### config.mk
export PLATFORM = sky130hd
export DESIGN_NAME = mem_arbiter
export DESIGN_NICKNAME = d
export VERILOG_FILES = /design/src/rtl/mem_arb_pkg.sv /design/src/rtl/mem_arb_pick.sv /design/src/rtl/mem_arbiter.sv
export SDC_FILE = /design/constraint.sdc
export NUM_CORES = 1
export LEC_CHECK = 0
export ABC_AREA = 0
export BUFFER_PORTS_ARGS = -buffer_cell sky130_fd_sc_hd__buf_2
export CORE_AREA = 2 2 98 100
export DETAILED_ROUTE_END_ITERATION = 8
export DIE_AREA = 0 0 100 102
export PLACE_DENSITY = 0.79
export SKIP_CTS_REPAIR_TIMING = 1
export SKIP_LAST_GASP = 1
export SLEW_MARGIN = 10
export SYNTH_ARGS = -nofsm -noshare
export SYNTH_HDL_FRONTEND = slang
export SYNTH_SLANG_ARGS = --single-unit
### constraint.sdc
create_clock -name clk -period 1.7 [get_ports clk]
set_clock_uncertainty 0.05 [all_clocks]
set_input_delay 0.34 -clock clk [delete_from_list [all_inputs] [get_ports clk]]
set_output_delay 0.34 -clock clk [all_outputs]
set_load 0.005 [all_outputs]
### src/rtl/mem_arb_pkg.sv
// Shared definitions for the two-port memory arbiter: FSM state encoding,
// port-index constants and a small state-decode helper.
package mem_arb_pkg;

  // FSM state encoding (2-bit, kept as plain constants for legacy tools)
  localparam logic [1:0] ST_IDLE  = 2'd0;
  localparam logic [1:0] ST_ISSUE = 2'd1;
  localparam logic [1:0] ST_WAIT  = 2'd2;
  localparam logic [1:0] ST_RESP  = 2'd3;

  // Port indices as carried on grant_d
  localparam logic PORT_I = 1'b0;
  localparam logic PORT_D = 1'b1;

  // An access is in flight in every state except IDLE
  function automatic logic st_is_busy(input logic [1:0] st);
    return (st != ST_IDLE);
  endfunction

endpackage

### src/rtl/mem_arb_pick.sv
// Winner selection between the instruction and data ports.
// Build option: MEM_ARB_ROUND_ROBIN_EN -- when defined, ties alternate
// (the port not granted last wins); otherwise the data port wins ties.
module mem_arb_pick
  import mem_arb_pkg::*;
(
  input  logic i_req_i,
  input  logic d_req_i,
  input  logic last_grant_i,
  output logic grant_o
);

`ifndef MEM_ARB_ROUND_ROBIN_EN
  // Fixed priority ignores history; keep the input visibly consumed.
  logic unused_last_grant;
  assign unused_last_grant = last_grant_i;
`endif

  // Select the winning port index from the current requests
  always_comb begin
    grant_o = PORT_I;
    if (i_req_i && d_req_i) begin
`ifdef MEM_ARB_ROUND_ROBIN_EN
      // Owner register resets to PORT_I, so the first tie goes to the data port
      grant_o = (last_grant_i == PORT_D) ? PORT_I : PORT_D;
`else
      grant_o = PORT_D;
`endif
    end else if (d_req_i) begin
      grant_o = PORT_D;
    end
  end

endmodule

### src/rtl/mem_arbiter.sv
// Two-port (instruction/data) arbiter in front of a single shared memory
// interface. One access in flight at most: IDLE -> ISSUE -> WAIT -> RESP.
// Build option: MEM_ARB_ROUND_ROBIN_EN selects round-robin tie breaking
// inside mem_arb_pick; default build uses fixed data-port priority.
module mem_arbiter
  import mem_arb_pkg::*;
#(
  parameter int ADDR_WIDTH = 7,
  parameter int DATA_WIDTH = 32
) (
  input  logic                  clk,
  input  logic                  rst_n,
  // instruction port (read only)
  input  logic                  i_req,
  input  logic [ADDR_WIDTH-1:0] i_addr,
  output logic                  i_valid,
  output logic [DATA_WIDTH-1:0] i_rdata,
  // data port
  input  logic                  d_req,
  input  logic                  d_we,
  input  logic [ADDR_WIDTH-1:0] d_addr,
  input  logic [DATA_WIDTH-1:0] d_wdata,
  output logic                  d_valid,
  output logic [DATA_WIDTH-1:0] d_rdata,
  // shared memory interface
  output logic                  m_request,
  output logic                  m_we,
  output logic [ADDR_WIDTH-1:0] m_addr,
  output logic [DATA_WIDTH-1:0] m_wdata,
  input  logic                  m_valid,
  input  logic [DATA_WIDTH-1:0] m_rdata,
  // status
  output logic                  busy,
  output logic                  grant_d
);

  logic [1:0]            state_q,   state_d;
  logic                  owner_q,   owner_d;
  logic [ADDR_WIDTH-1:0] addr_q,    addr_d;
  logic                  we_q,      we_d;
  logic [DATA_WIDTH-1:0] wdata_q,   wdata_d;
  logic [DATA_WIDTH-1:0] i_rdata_q, i_rdata_d;
  logic [DATA_WIDTH-1:0] d_rdata_q, d_rdata_d;
  logic                  pick_grant;

  mem_arb_pick u_pick (
    .i_req_i      (i_req),
    .d_req_i      (d_req),
    .last_grant_i (owner_q),
    .grant_o      (pick_grant)
  );

  // Next-state logic: arbitration, request latching and read-data capture
  always_comb begin
    state_d   = state_q;
    owner_d   = owner_q;
    addr_d    = addr_q;
    we_d      = we_q;
    wdata_d   = wdata_q;
    i_rdata_d = i_rdata_q;
    d_rdata_d = d_rdata_q;
    case (state_q)
      ST_IDLE: begin
        if (i_req || d_req) begin
          owner_d = pick_grant;
          if (pick_grant == PORT_D) begin
            addr_d  = d_addr;
            we_d    = d_we;
            wdata_d = d_wdata;
          end else begin
            // Instruction fetches are always reads with zero write data
            addr_d  = i_addr;
            we_d    = 1'b0;
            wdata_d = '0;
          end
          state_d = ST_ISSUE;
        end
      end
      ST_ISSUE: begin
        state_d = ST_WAIT;
      end
      ST_WAIT: begin
        // No timeout: the memory may stall indefinitely
        if (m_valid) begin
          if (owner_q == PORT_D) begin
            d_rdata_d = m_rdata;
          end else begin
            i_rdata_d = m_rdata;
          end
          state_d = ST_RESP;
        end
      end
      ST_RESP: begin
        state_d = ST_IDLE;
      end
      default: begin
        state_d = ST_IDLE;
      end
    endcase
  end

  // State and datapath registers; reset clears everything visible on ports
  always_ff @(posedge clk) begin
    if (!rst_n) begin
      state_q   <= ST_IDLE;
      owner_q   <= PORT_I;
      addr_q    <= '0;
      we_q      <= 1'b0;
      wdata_q   <= '0;
      i_rdata_q <= '0;
      d_rdata_q <= '0;
    end else begin
      state_q   <= state_d;
      owner_q   <= owner_d;
      addr_q    <= addr_d;
      we_q      <= we_d;
      wdata_q   <= wdata_d;
      i_rdata_q <= i_rdata_d;
      d_rdata_q <= d_rdata_d;
    end
  end

  // Outputs decode directly from registers, so they are glitch-free and
  // m_addr/m_we/m_wdata stay stable from ISSUE through WAIT.
  assign m_request = (state_q == ST_ISSUE);
  assign m_addr    = addr_q;
  assign m_we      = we_q;
  assign m_wdata   = wdata_q;
  assign i_valid   = (state_q == ST_RESP) && (owner_q == PORT_I);
  assign d_valid   = (state_q == ST_RESP) && (owner_q == PORT_D);
  assign i_rdata   = i_rdata_q;
  assign d_rdata   = d_rdata_q;
  assign busy      = st_is_busy(state_q);
  assign grant_d   = owner_q;

endmodule

==> flow_summary.yaml <==
setup_path:
  cpMaxStageDelayCell: "dfxtp_1"
  path_max_fanout: 6
  cp_top_family: "flip-flops"
  crit_chain: "inv_1 > ha_4 > inv_1 > buf_2"
  required_ps: 1310
  cp.arrival_ps: 1250
  crit_path_end_kind: "output port"
  crit_buf_inv: 3
  path_common_cell: "inv_1"
  startpoint_type: "flip-flop"
  max_stage_delay_ps: 390
  path_class: "flip-flop to output port"
min_path:
  min_path_type: "input port to flip-flop"
floorplanning:
  chipHeight_um: 102
  die_area_um2: 10200
  io_pins: 193
  num_rows: 35
  core-area_um2: 9110
  initial_core_util_pct: 46.5
  dieWidth_um: 100
power_and_ir_drop:
  p_sw_mw: 2.19
  p_leak_nw: 2.53
  p_int_mw: 4.35
  comb_power_share_pct: 29.2
  sw_frac_of_total_pct: 33.5
  pwr-share-clk_pct: 24.8
  seq_power_share_pct: 46.1
  power_density_nw_per_um2: 1200
  ir_drop_v: 0.000798
yosys:
  syn_area_um2: 4230
  ys_seq_area_share_pct: 50.6
  netlist_instances: 482
  syn_area_per_cell_um2: 8.78
  yosys_register_bits: 107
  yosysUniqueCellTypes: 22
  synth_area_leader_cell: "dfxtp_1"
  synth_area_leaders: "dfxtp_1 (51%), nand2_1 (15%), a21boi_1 (9.2%)"
  yosys_warnings: 0
  syn-num-nets: 570
  synth_top_area_share_pct: 50.6
routing:
  wl_per_cell_um: 13.8
  drt_pass1_iterations: 4
  vias_per_cell: 5.02
  drc: 0
  finalWirelength_um: 10600
  final_antenna_net_count: 0
  vias: 3868
  drtIter0Drc: 87
clock_network:
  cts-buffers-inserted: 9
  clock_sinks: 107
  clk_pin_slew_worst_paths_ps: 120
  cts-htree-levels: 3
  clock-root-buffer: "clkbuf_8"
  clk_latency_ps: 340
  clock_path_buffers: 2
  cts_tree: "built"
timing:
  setup_viol: 0
  worst_slew_margin_rel_pct: 41.8
  report.final.hold_viol_count: 0
  fin_setup_tns_ps: 0
  fmax_mhz: 610
  tightest_slew_ps: 870
  min_period_ps: 1640
  finalMaxSlewViolations: 0
  rsz0062_at_grt: "yes"
  min_period_over_period_pct: 96.4
job:
  drv_cap: 0
status:
  status: "complete, no violations"
grt:
  grt_pass1_vias: 3561
  track_usage_pct: 20.2
  grt-ovfl-total: 0
  antenna_found_initial: 0
  grt_pass1_wl_um: 16700
  grt_max_degree: 109
placed_design:
  place.gp.congestion: 0.786
  place_area_um2: 5230
  hpwlAfterDp_um: 7340
  port_buffers: 192
layout:
  final_common_cell: "buf_2"
  antenna_cells: 0
  utilization_pct: 59.9
  drive_above_1_share_pct: 33.5
  nets: 743
  final_area_um2: 5450
  most-common-layout-cells: "buf_2 (192), nand2_1 (172), dfxtp_1 (106), a21boi_1 (52), a21boi_0 (46)"
  syn2layout_area_growth_pct: 28.9
## power by group through the flow
stage                     sequential [mW]  combinational, mW  clock (mW)
after floorplan                      3.08               1.19           0
after global placement               3.05               1.79           0
after detailed placement             3.07               1.87           0
after CTS                            3.01               1.87        1.68
after global routing                 3.05               2.13        1.77
final                                3.01               1.91        1.62
## final cells by class
type                            instances  area, um2
Tap cell                              111        139
Timing Repair Buffer                  201       1100
Multi-Input combinational cell        332       1840
Clock buffer                            9        124
Fill cell                             815       3650
Sequential cell                       107       2140
Inverter                                4       15.0
Clock inverter                          7       85.1
## routing by layer
layer,up-vias,wire (um),GRT usage [%]
li1,1934,-,-
met1,1772,4600,25.2
met2,153,5080,34.3
met3,9,859,5.27
met4,0,97,6.85
met5,-,0,0
## through the flow
stage                     worst slack (ps)  power [mW]  std cells  hold WS [ps]
after floorplan                        267        4.27        482           397
after global placement                 131        4.84        755           385
after detailed placement              50.1        4.94        755           395
after CTS                            -76.0        6.57        771           138
after global routing                 -44.0        6.96        771           147
final                                 61.9        6.54        771           163
## final timing paths
check                           start                  endpoint  slack [ps]  cells after the start
min                       m_rdata[16]  d_rdata[16]$_SDFFE_PN0P_         160                      3
min reg2reg  m_wdata[29]$_SDFFE_PN0P_  m_wdata[29]$_SDFFE_PN0P_         400                      2
max reg2reg   state_q[0]$_SDFFE_PN0P_   d_rdata[5]$_SDFFE_PN0P_          70                      6
max           state_q[1]$_SDFFE_PN0P_                      busy          60                      4
## synthesized netlist by cell type
cell type,n
mux2i_1,8
nand2_1,172
and2_1,1
buf_6,6
nand3_1,34
a21boi_0,46
o221a_2,1
a21boi_1,52
o21ai_4,1
ha_1,4
and3b_1,1
o32a_1,1
dfxtp_1,107
and3_1,1
clkbuf_1,12
buf_2,11
inv_1,4
buf_4,10
o211a_1,7
nand3b_1,1
o21a_1,1
nor2b_1,1
## worst min-delay path, stage by stage
cell and delay, ps:
buf_2 100, nand2_1 50, a21boi_1 50
## cell families after synthesis
kind of cell,share of synthesized area (%)
AOI/OAI and AO/OA,20.1
adders and majority gates,1.18
buffers and inverters,6.09
DFF,50.6
muxes,1.89
and+or+nand+nor,20.1
## sequential cells by signal, summed over array words and instances (netlist names)
name	flops
m_addr	7
m_we	1
state_q	2
m_wdata	32
i_rdata	32
grant_d	1
d_rdata	32
Power figures use the tool's default switching activity.
